`src/rtl/bit_unstuffer_param.sv`:
```
// -----------------------------------------------------------------------------
// bit_unstuffer_param
//
// USB receive-path bit unstuffer. It sits between the line decoder and the
// byte assembler. After RUN_LEN consecutive ones, the next bit is a stuffed
// bit. That bit is removed from the stream. If it does not carry STUFF_VAL,
// stuff_err is flagged. The input and output use valid/ready handshakes, with
// a one-entry output register. A per-packet synchronous clear restarts the
// run tracking.
//
// Optional build macro: UNSTUFF_NRZI_EN
//   When this macro is defined, an NRZI decoder sits in front of the
//   unstuffer. A decoded bit is 1 when the line level is unchanged.
//
// Parameters:
//   RUN_LEN    ones that force a stuffed bit (2..15)
//   STUFF_VAL  required value of the stuffed bit
//   CNT_W      run counter width (derived; do not override)
//
// Ports:
//   clk        system clock, rising edge
//   RST        synchronous active-high reset
//   clear      synchronous packet-boundary clear pulse
//   in_bit     stuffed (optionally NRZI) input bit
//   in_valid   in_bit valid
//   in_ready   block accepts in_bit this cycle
//   out_bit    unstuffed data bit
//   out_valid  out_bit valid
//   out_ready  downstream accepts out_bit
//   stuff_err  one-cycle pulse on a bad stuffed bit
//
// State table:
//   ST_DATA | next accepted bit is a data bit
//   ST_DROP | next accepted bit is a stuffed bit and is consumed silently
// -----------------------------------------------------------------------------
module bit_unstuffer_param #(
  parameter int unsigned RUN_LEN   = 6,
  parameter logic        STUFF_VAL = 1'b0,
  parameter int unsigned CNT_W     = $clog2(RUN_LEN + 1)
) (
  input  logic clk,
  input  logic RST,
  input  logic clear,
  input  logic in_bit,
  input  logic in_valid,
  output logic in_ready,
  output logic out_bit,
  output logic out_valid,
  input  logic out_ready,
  output logic stuff_err
);

  if (RUN_LEN < 2 || RUN_LEN > 15) begin : g_bad_run_len
    $error("bit_unstuffer_param: RUN_LEN must be within 2..15");
  end

  typedef enum logic {
    ST_DATA = 1'b0,
    ST_DROP = 1'b1
  } state_t;

  localparam logic [CNT_W-1:0] CNT_LAST = CNT_W'(RUN_LEN - 1);

  state_t           state_q;
  state_t           state_d;
  logic [CNT_W-1:0] run_cnt;
  logic [CNT_W-1:0] cnt_d;
  logic             obit_d;
  logic             ovld_d;
  logic             err_d;
  logic             accept;
  logic             d;

  // in_ready has no path from in_valid. It only looks at clear and at the
  // state of the output register.
  assign in_ready = !clear && (!out_valid || out_ready);
  assign accept   = in_valid && in_ready;

`ifdef UNSTUFF_NRZI_EN
  logic prev_level;

  // An unchanged line level decodes as 1.
  assign d = (in_bit == prev_level);

  // Dropped stuffed bits still advance the line level.
  always_ff @(posedge clk) begin
    if (RST) begin
      prev_level <= 1'b1;
    end else if (clear) begin
      prev_level <= 1'b1;
    end else if (accept) begin
      prev_level <= in_bit;
    end
  end
`else
  assign d = in_bit;
`endif

  always_comb begin
    state_d = state_q;
    cnt_d   = run_cnt;
    obit_d  = out_bit;
    ovld_d  = out_valid;
    err_d   = 1'b0;

    if (out_valid && out_ready) begin
      ovld_d = 1'b0;
    end

    if (clear) begin
      state_d = ST_DATA;
      cnt_d   = '0;
      ovld_d  = 1'b0;
    end else if (accept) begin
      case (state_q)
        ST_DROP: begin
          // Accepting here means any held bit was already transferred, so
          // ovld_d is left as cleared above.
          state_d = ST_DATA;
          if (d == STUFF_VAL) begin
            cnt_d = '0;
          end else begin
            err_d = 1'b1;
            // A bad stuffed 1 counts as the first one of a new run.
            cnt_d = {{(CNT_W-1){1'b0}}, d};
          end
        end
        default: begin
          obit_d = d;
          ovld_d = 1'b1;
          if (!d) begin
            cnt_d = '0;
          end else if (run_cnt == CNT_LAST) begin
            cnt_d   = '0;
            state_d = ST_DROP;
          end else begin
            cnt_d = run_cnt + CNT_W'(1);
          end
        end
      endcase
    end
  end

  always_ff @(posedge clk) begin
    if (RST) begin
      state_q   <= ST_DATA;
      run_cnt   <= '0;
      out_bit   <= 1'b0;
      out_valid <= 1'b0;
      stuff_err <= 1'b0;
    end else begin
      state_q   <= state_d;
      run_cnt   <= cnt_d;
      out_bit   <= obit_d;
      out_valid <= ovld_d;
      stuff_err <= err_d;
    end
  end

endmodule

```
`config.mk`:
```
export PLATFORM = sky130hd
export DESIGN_NAME = bit_unstuffer_param
export DESIGN_NICKNAME = d
export VERILOG_FILES = /design/src/rtl/bit_unstuffer_param.sv
export SDC_FILE = /design/constraint.sdc
export NUM_CORES = 1
export LEC_CHECK = 0
export ABC_CLOCK_PERIOD_IN_PS = 1100
export CORE_AREA = 2 2 39 41
export CTS_CLUSTER_SIZE = 8
export DETAILED_ROUTE_END_ITERATION = 6
export DIE_AREA = 0 0 41 43
export GPL_TIMING_DRIVEN = 1
export PLACE_DENSITY = 0.57
export SYNTH_ARGS = -nofsm -noshare
export SYNTH_HDL_FRONTEND = slang
export SYNTH_SLANG_ARGS = --single-unit
export TNS_END_PERCENT = 50
```
`constraint.sdc`:
```
create_clock -name clk -period 1.1 [get_ports clk]
set_input_delay 0.11 -clock clk [delete_from_list [all_inputs] [get_ports clk]]
set_output_delay 0.11 -clock clk [all_outputs]
set_load 0.02 [all_outputs]
```
==> metrics.csv <==
stage,metric,value,unit
worst_setup_path,CP max FO,2,
timing,Max Slew Vio Count,0,
placed_design,Setup WS pre-CTS,-0.384,ns
cells_and_area,fin cells,72,
floorplanning,die area,1760,sq um
worst_setup_path,worst setup path class,reg -> out,
logic_synthesis,Yosys top cell by area,dfxtp_1,
job,max_cap viols,0,
hold_path,Min-Delay Path Class,in -> reg,
cells_and_area,Final nets,63,
power,total power draw,589,uW
outcome,status,finished clean,
timing,setup ws final,0.0548,ns
placed_design,RePlAce Congestion,0.710,
global_route,GRT Residual Overflow,0,
logic_synthesis,Post-Syn Area,370,sq um
floorplanning,core area,1380,sq um
global_route,initial antenna violation count,0,
timing,FMAX,957,MHz
logic_synthesis,"top cells by area, synth","dfxtp_1 38%, and4bb_1 6.8%, a21oi_1 4.1%, o21ai_0 4.1%, nand2b_4 3.7%",
floorplanning,io pins,10,
timing,Final min period,1.05,ns
logic_synthesis,Synth warnings,0,
global_route,maximum number of pins on one net before global-route repair,10,
clock_tree,CTS H-tree lvls,1,
timing,worst slew pin tran,0.338,ns
timing,crit share post-route,95.0,%
timing,worst clock skew,0.00497,ns
global_route,first-pass GRT wire length,1470,microns
floorplanning,initial core utilization,26.8,%
floorplanning,die width,41,microns
floorplanning,Die Ht,43,microns
logic_synthesis,number of synthesized register bits,7,
global_route,total routing usage reported by global routing,12.7,%
worst_setup_path,critical path startpoint category,register,
detailed_routing,Vias,354,
floorplanning,row count,14,
global_route,number of global-route vias before repair,355,
timing,Fin. Hold Viols,0,
clock_tree,CTS Buf Count,3,
power,worst IR drop on VDD,0.359,mV
worst_setup_path,CP arrival,0.94,ns
logic_synthesis,register area share after synthesis,37.8,%
worst_setup_path,CP required,0.99,ns
logic_synthesis,syn_nets,44,
clock_tree,clk buf depth,2,
cells_and_area,layout cells sized above 1,35.7,%
worst_setup_path,crit end category,output pin,
cells_and_area,synthesis-to-layout area growth,49.7,%
clock_tree,Root Driver,clkbuf_4,
placed_design,HPWL after detailed placement,666,microns
power,P_leak,0.224,nW
detailed_routing,WL per Instance,12.2,microns
placed_design,Inst Count DP,68,
detailed_routing,"wirelength, routed",875,microns
clock_tree,"Reg clk slew, reported paths",0.06,ns
detailed_routing,vias per inst,4.92,
timing,Finish-stage setup viols,0,
logic_synthesis,synth unique cells,24,
detailed_routing,ANT nets after route,0,
clock_tree,Clock Latency Late Sink,0.26,ns
placed_design,IO buf count,9,
clock_tree,TritonCTS Sinks,7,
clock_tree,Post-CTS Setup Inserts,0,
clock_tree,CTS tree,built,
detailed_routing,# DRC,0,
power,power density cells,1060,nW/um^2
logic_synthesis,area share of the leading cell type in the synthesized netlist,37.8,%
logic_synthesis,Syn Inst Count,38,
detailed_routing,DR iter-0 viols,1,
logic_synthesis,"Avg Cell Area, Syn",9.75,sq um
cells_and_area,antenna cells,0,
timing,slew margin rel.,77.4,%
detailed_routing,First-pass DRT Iterations,4,
-- stage by stage --
stage | instance area [sq um] | hold WS, ns | utilization [%] | setup TNS, ns
detailed placement | 518 | 0.462 | 37.4 | -1.55
finish | 554 | 0.322 | 40.1 | 0
global placement | 518 | 0.454 | 37.4 | -1.54
CTS | 537 | 0.468 | 38.8 | 0
global route | 554 | 0.389 | 40.1 | -0.00647
floorplan | 370 | 0.179 | - | 0
-- worst max-delay path, stage by stage (launching register included) --
cell,delay (ns)
dfxtp_2,0.32
nor2b_4,0.12
nor2_2,0.10
buf_4,0.14
-- Yosys cell counts --
cell type	number
o21ai_0	3
nand3_2	1
nor2_1	2
o31ai_1	1
and2b_4	1
nor2b_2	1
nand2_1	3
nor3_2	1
or3_1	1
and4bb_1	2
nand4b_1	1
and2_1	1
a21oi_1	3
o22ai_2	1
dfxtp_1	7
o22ai_1	1
nor4_2	1
nand2b_4	1
inv_1	1
or2b_4	1
or2_1	1
nor3b_1	1
o2111ai_1	1
nand4_1	1
-- power by group --
group | internal (mW) | switching [mW] | leakage [nW]
Clock | 0.139 | 0.102 | 0.0150
Combinational | 0.0476 | 0.0409 | 0.152
Sequential | 0.258 | 0.00228 | 0.0571
Total | 0.444 | 0.145 | 0.224
-- repair_timing --
action	in CTS	in global routing
hold buffers	0	0
cloned	0	0
endpoints found under the setup margin	4	4
gates resized for setup	8	8
pin swaps	0	2
-- state kept, by name, indices dropped and copies added (netlist names) --
signal and flops:
run_cnt 3, out_valid 1, state_q 1, out_bit 1
stuff_err 1
-- layer usage --
| layer | GRT usage (%) | part of all wire, % |
|---|---|---|
| met5 | 0 | 0 |
| met4 | 12.0 | 3.1 |
| met3 | 3.14 | 2.7 |
| met2 | 16.6 | 51 |
| met1 | 15.8 | 43 |
-- cells in the final DEF, fill, tap and decap left out --
cell             count
nor4_2               1
o2111ai_1            1
clkdlybuf4s50_1      3
or2_1                1
nor2_2               1
nor3_4               1
nand2_1              3
o22ai_2              1
clkbuf_1             1
o31ai_1              1
and2b_4              1
nor2b_4              1
inv_1                1
nand2b_4             1
or3_1                1
nor3b_1              1
o21ai_0              3
o22ai_1              1
nand3_2              1
dlymetal6s2s_1       2
and2_1               1
buf_4                6
a21oi_1              3
dfxtp_2              1
and4bb_1             2
or2b_4               1
nand4b_1             1
clkbuf_4             3
nand4_1              1
nor2_1               1
dlygate4sd2_1        2
dfxtp_1              6
clkbuf_2             1
-- layout make-up --
| class | count | area (sq um) |
|---|---|---|
| timing repair buffer | 14 | 123 |
| tap | 16 | 20.0 |
| multi-input combinational | 30 | 240 |
| sequential | 7 | 141 |
| inverter | 1 | 3.75 |
| clock buffer | 4 | 26.3 |
| fill | 146 | 830 |
-- path summary, 6_finish.rpt --
kind	start	to	slack [ns]	cells past startpoint
setup / recovery	out_valid	in_ready	0.05	3
hold / removal	clear	run_cnt[1]	0.32	4
setup reg to reg	state_q	run_cnt[1]	0.08	3
hold reg to reg	out_bit	out_bit	0.46	2
-- cells by family after synthesis --
logic type / count (synthesis) / synth area share, %
and+or+nand+nor: 20 / 43.6
DFF: 7 / 37.8
buffers and inverters: 1 / 1.01
AOI/OAI and AO/OA: 10 / 17.6
No activity file was read; power rests on OpenSTA's default activity.
==> variant 1, RTL diff (same settings) <==
Change the parameter `RUN_LEN` from 6 to 12.
--- a/src/rtl/bit_unstuffer_param.sv
+++ b/src/rtl/bit_unstuffer_param.sv
@@ -34,7 +34,7 @@
 //   ST_DROP | next accepted bit is a stuffed bit and is consumed silently
 // -----------------------------------------------------------------------------
 module bit_unstuffer_param #(
-  parameter int unsigned RUN_LEN   = 6,
+  parameter int unsigned RUN_LEN   = 12,
   parameter logic        STUFF_VAL = 1'b0,
   parameter int unsigned CNT_W     = $clog2(RUN_LEN + 1)
 ) (
Check against the original RTL: not equivalent (a bounded check fails within 10 cycles, from zero or initial values and one cycle with RST high).
==> variant 1 against the unedited design <==
The flow now finishes with violations (negative setup slack); wire length grew 11%; via count grew 16%; combinational power grew 14%; sequential cell count grew 1; design area grew 21%; worst setup slack lost 0.15 ns; hold slack gained 0.033 ns; synthesized area grew 5.1%; largest power group unchanged; power grew 10%; clock skew shrank 0.0044 ns; critical path depth grew 1; final cell count grew 21%; synthesized cell count grew 18%.
==> variant 1: results (changes against the unedited design) <==
- Global-route met2 utilization: 19.4% (+2.8 points)
- Post-Route Skew: 0.000537 ns (-0.00443 ns)
- Share of layout cells above drive strength 1: 45.1% (+9.4 points)
- Critical-path maximum fanout: 3 (+1)
- Status: complete, but fails checks
- Sw Ratio: 25.3% (+0.70 points)
- Final setup violation count: 5 (+5)
- Most frequent cells after synthesis: 8 x dfxtp_1, 6 x nand2_1, 5 x a21oi_1
- Setup ws final: -0.0915 ns (-0.146 ns)
- Violated checks: negative setup slack
- M1 GR Usage: 15.8% (+0.051 points)
- Global-route wire length before repair: 1.57 mm (+6.6%)
- Yosys Warn Count: 0 (unchanged)
- Drt first pass iters: 4 (unchanged)
- Worst stage delay on the critical path: 0.50 ns (+0.18 ns)
- Final HPWL DP: 749 um (+12%)
- Sequential area share after synthesis: 41.2% (+3.3 points)
- Asr flop ratio synth: 0% (unchanged)
- Nets: 79 (+25%)
- Max Cap Viol: 0 (unchanged)
- P_leak: 0.280 nW (+25%)
- Final WL: 973 um (+11%)
- Combinational Power Share: 15.6% (+0.6 points)
- Number of global-route vias before repair: 395 (+11%)
- Initial DRC Count: 4 (+3)
- Worst rel slew slack: 83.1% (+5.7 points)
- Grt met3 use: 6.28% (+3.1 points)
- Syn_nets: 52 (+18%)
- Wl on met1: 458 um (+21%)
- Post-route setup TNS: -0.250 ns (-0.250 ns)
- Clk pwr share: 39.1% (-1.7 points)
- Gr usage total: 13.6% (+0.92 points)
- Initial antenna violation count: 0 (unchanged)
- Top Metal Used: met3
- Clk slew on worst S/H paths: 0.06 ns (about the same)
- Largest net degree at the start of global routing: 7 (-3)
- Met3 WL: 32 um (+33%)
- Max IR drop VDD: 0.485 mV (+35%)
- Wire length on met2: 481 um (+8.8%)
- Synth unique cells: 22 (-8.3%)
- Routability Congestion: 0.720 (+1.4%)
- CP max stage cell: or4_1
- CP top delay family: simple AND/OR/NAND/NOR gates
- Most flops, register: run_cnt
- Via count: 410 (+16%)
- Instance area at placement: 601 um^2 (+16%)
- Pre-CTS setup slack: -0.439 ns (-0.0545 ns)
- Max reg flops: 4 (+1)
- Top cells by area, synth: dfxtp_1 41%, a21oi_1 6.4%, nand2_1 5.8%
## variant 1: cell types whose count changed in the layout (fill, tap and decap cells not counted), sizes merged, moves of 2 or more
cell	change
dlygate4sd2	+2
buf	+8
and4bb	-2
a21oi	+2
dlymetal6s2s	-2
o22ai	-2
nand2b	+3
nand2	+3
nand3	+3
## variant 1: per-stage QoR
stage	instances	power, W
after detailed placement	83	0.000394
final	87	0.000649
after floorplan	45	0.000334
after CTS	87	0.000649
after global routing	87	0.000681
after global placement	83	0.000394
## variant 1: layout make-up
class | instances | area (um^2)
well taps | 16 | 20.0
clock buffers | 4 | 26.3
multi-input cells | 35 | 274
flip-flops and latches | 8 | 166
repair buffers | 22 | 178
inverters | 2 | 7.51
fillers | 149 | 712
## variant 1: path summary, 6_finish.rpt
check | from | to | slack (ns) | cells after the start
worst min register to register | out_bit$_SDFFE_PP0P_ | out_bit$_SDFFE_PP0P_ | 0.49 | 1
worst max-delay path | out_valid$_SDFF_PP0_ | run_cnt[2]$_SDFFE_PP0N_ | -0.09 | 4
worst max register to register | out_valid$_SDFF_PP0_ | run_cnt[2]$_SDFFE_PP0N_ | -0.09 | 4
worst min-delay path | out_ready | out_valid$_SDFF_PP0_ | 0.35 | 4
## variant 1: worst reg2reg max path: stages, from the launching register on
cell and delay [ns]:
dfxtp_4 0.35, nand2b_4 0.08, nand3_4 0.07, or4_1 0.50, a21oi_1 0.13
## variant 1: repair_timing
action	CTS	global route
resized for setup	9	12
setup endpoints to repair	11	9
buffers inserted	0	0
pin swaps	0	4
## variant 1: cell families (layout without fill, tap and decap cells)
group                      count (synthesis)  in the layout  share of synthesized area (%)
and+or+nand+nor                           23             23                           35.7
AOI/OAI and AO/OA                         11             11                           18.0
DFF                                        8              8                           41.2
buffers and inverters                      2             28                           1.93
adders and majority gates                  1              1                           3.21
==> variant 2, RTL diff (config.mk and constraints unchanged) <==
Without the edit above. Register the output `stuff_err` once more; this adds one clock of latency there. The other outputs are not delayed to match. Comments in the files are not updated.
--- a/src/rtl/bit_unstuffer_param.sv
+++ b/src/rtl/bit_unstuffer_param.sv
@@ -49,6 +49,8 @@
   input  logic out_ready,
   output logic stuff_err
 );
+
+  logic stuff_err_s0;
 
   if (RUN_LEN < 2 || RUN_LEN > 15) begin : g_bad_run_len
     $error("bit_unstuffer_param: RUN_LEN must be within 2..15");
@@ -147,14 +149,18 @@
       run_cnt   <= '0;
       out_bit   <= 1'b0;
       out_valid <= 1'b0;
-      stuff_err <= 1'b0;
+      stuff_err_s0 <= 1'b0;
     end else begin
       state_q   <= state_d;
       run_cnt   <= cnt_d;
       out_bit   <= obit_d;
       out_valid <= ovld_d;
-      stuff_err <= err_d;
+      stuff_err_s0 <= err_d;
     end
+  end
+
+  always_ff @(posedge clk) begin
+    stuff_err <= stuff_err_s0;
   end
 
 endmodule
Formal check against the unedited RTL: not equivalent (Yosys sat finds a counterexample within 10 cycles, from zero or initial values and one cycle with RST high).
==> variant 2 against the unedited design <==
The flow now finishes with violations (negative setup slack); sequential cell count up 1; via count up 2.8%; worst setup slack worse by 0.13 ns; power up 2.6%; count of clock-buffer cells in the layout down 1; hold slack better by 0.0032 ns; design area up 6.3%; first-iteration DRC count rose to 4.0 times the old value; synthesized area up 4.1%; die area unchanged; wire length down 11%; clock skew down 0.00072 ns; global-route usage down 1.3 points.
==> variant 2: results (changes against the unedited design) <==
- Top cells by area, synth: dfxtp_1 42%, buf_6 5.8%, nand2b_1 4.9%
- Input/output buffers: 9 (unchanged)
- CP top delay family: compound AO/OA/AOI/OAI gates
- Post-Route Skew: 0.00425 ns (-0.000722 ns)
- HP Class: reg2reg
- Most flops, register: run_cnt
- Nets: 65 (+3.2%)
- Post-route insts no fill: 73 (+1.4%)
- Seq power: 0.000296 W (+14%)
- Clk pwr share: 36.5% (-4.3 points)
- Asr flop ratio synth: 0% (unchanged)
- Final HPWL DP: 559 um (-16%)
- CP max stage cell: o311a_1
- Share of layout cells above drive strength 1: 35.1% (-0.63 points)
- Number of global-route vias before repair: 346 (-2.5%)
- Post-synthesis mux area share: 2.60% (+2.6 points)
- Routability Congestion: 0.699 (-1.5%)
- Initial DRC Count: 4 (+3)
- Final WL: 782 um (-11%)
- Setup ws final: -0.0783 ns (-0.133 ns)
- Wire length on met2: 388 um (-12%)
- Antenna Cells: 0 (unchanged)
- Most frequent cells after synthesis: 8 x dfxtp_1, 3 x nand2b_1, 3 x nor2_1, 3 x nor3_1, 2 x buf_6
- Area fraction in compound gates after synthesis: 16.2% (-1.3 points)
- Critical-path maximum fanout: 7 (+5)
- Status: complete, but fails checks
- Power Clock: 0.000221 W (-8.3%)
- P_leak: 0.250 nW (+12%)
- Post-route setup TNS: -0.205 ns (-0.205 ns)
- M1 GR Usage: 12.5% (-3.2 points)
- Via count: 364 (+2.8%)
- Gr usage total: 11.3% (-1.3 points)
- Worst rel slew slack: 79.9% (+2.5 points)
- Max IR drop VDD: 0.631 mV (+76%)
- Top Metal Used: met3
- Met3 WL: 64 um (+170%)
- Instance area at placement: 542 um^2 (+4.6%)
- Filler instances: 144 (-1.4%)
- Final setup violation count: 5 (+5)
- Largest net degree at the start of global routing: 9 (-1)
- Placed Cells: 70 (+2.9%)
- Crit path DAT: 1.33 ns (+0.39 ns)
- Syn avg cell area: 10.1 um^2 (+4.1%)
- Violated checks: negative setup slack
- Pre-CTS setup slack: -0.384 ns (-0.000151 ns)
- Max clock buf depth: 2 (unchanged)
- Sequential area share after synthesis: 41.6% (+3.7 points)
- Initial antenna violation count: 0 (unchanged)
- Psw: 0.000138 W (-4.9%)
- Drt first pass iters: 2 (-2)
- Global-route wire length before repair: 1.34 mm (-8.9%)
- Grt met3 use: 7.85% (+4.7 points)
## variant 2: final timing paths
path / startpoint / end / slack [ns] / cells after the start
max: out_valid$_SDFF_PP0_ / run_cnt[2]$_SDFFE_PP0P_ / -0.08 / 4
min: stuff_err_s0$_SDFF_PP0_ / stuff_err$_DFF_P_ / 0.33 / 0
max reg2reg: out_valid$_SDFF_PP0_ / run_cnt[2]$_SDFFE_PP0P_ / -0.08 / 4
min reg2reg: stuff_err_s0$_SDFF_PP0_ / stuff_err$_DFF_P_ / 0.33 / 0
## variant 2: final cells by class
cell class / instances / area [um^2] / area share [%]
Timing Repair Buffer: 18 / 154 / 26.1
Sequential cell: 8 / 161 / 27.4
Multi-Input combinational cell: 28 / 231 / 39.3
Tap cell: 16 / 20.0 / 3.40
Clock buffer: 3 / 22.5 / 3.82
## variant 2: repair_timing
item | 4_1_cts | 5_1_grt
pin swaps | 1 | 3
setup buffers | 0 | 0
gates resized for setup | 8 | 7
setup endpoints to repair | 10 | 7
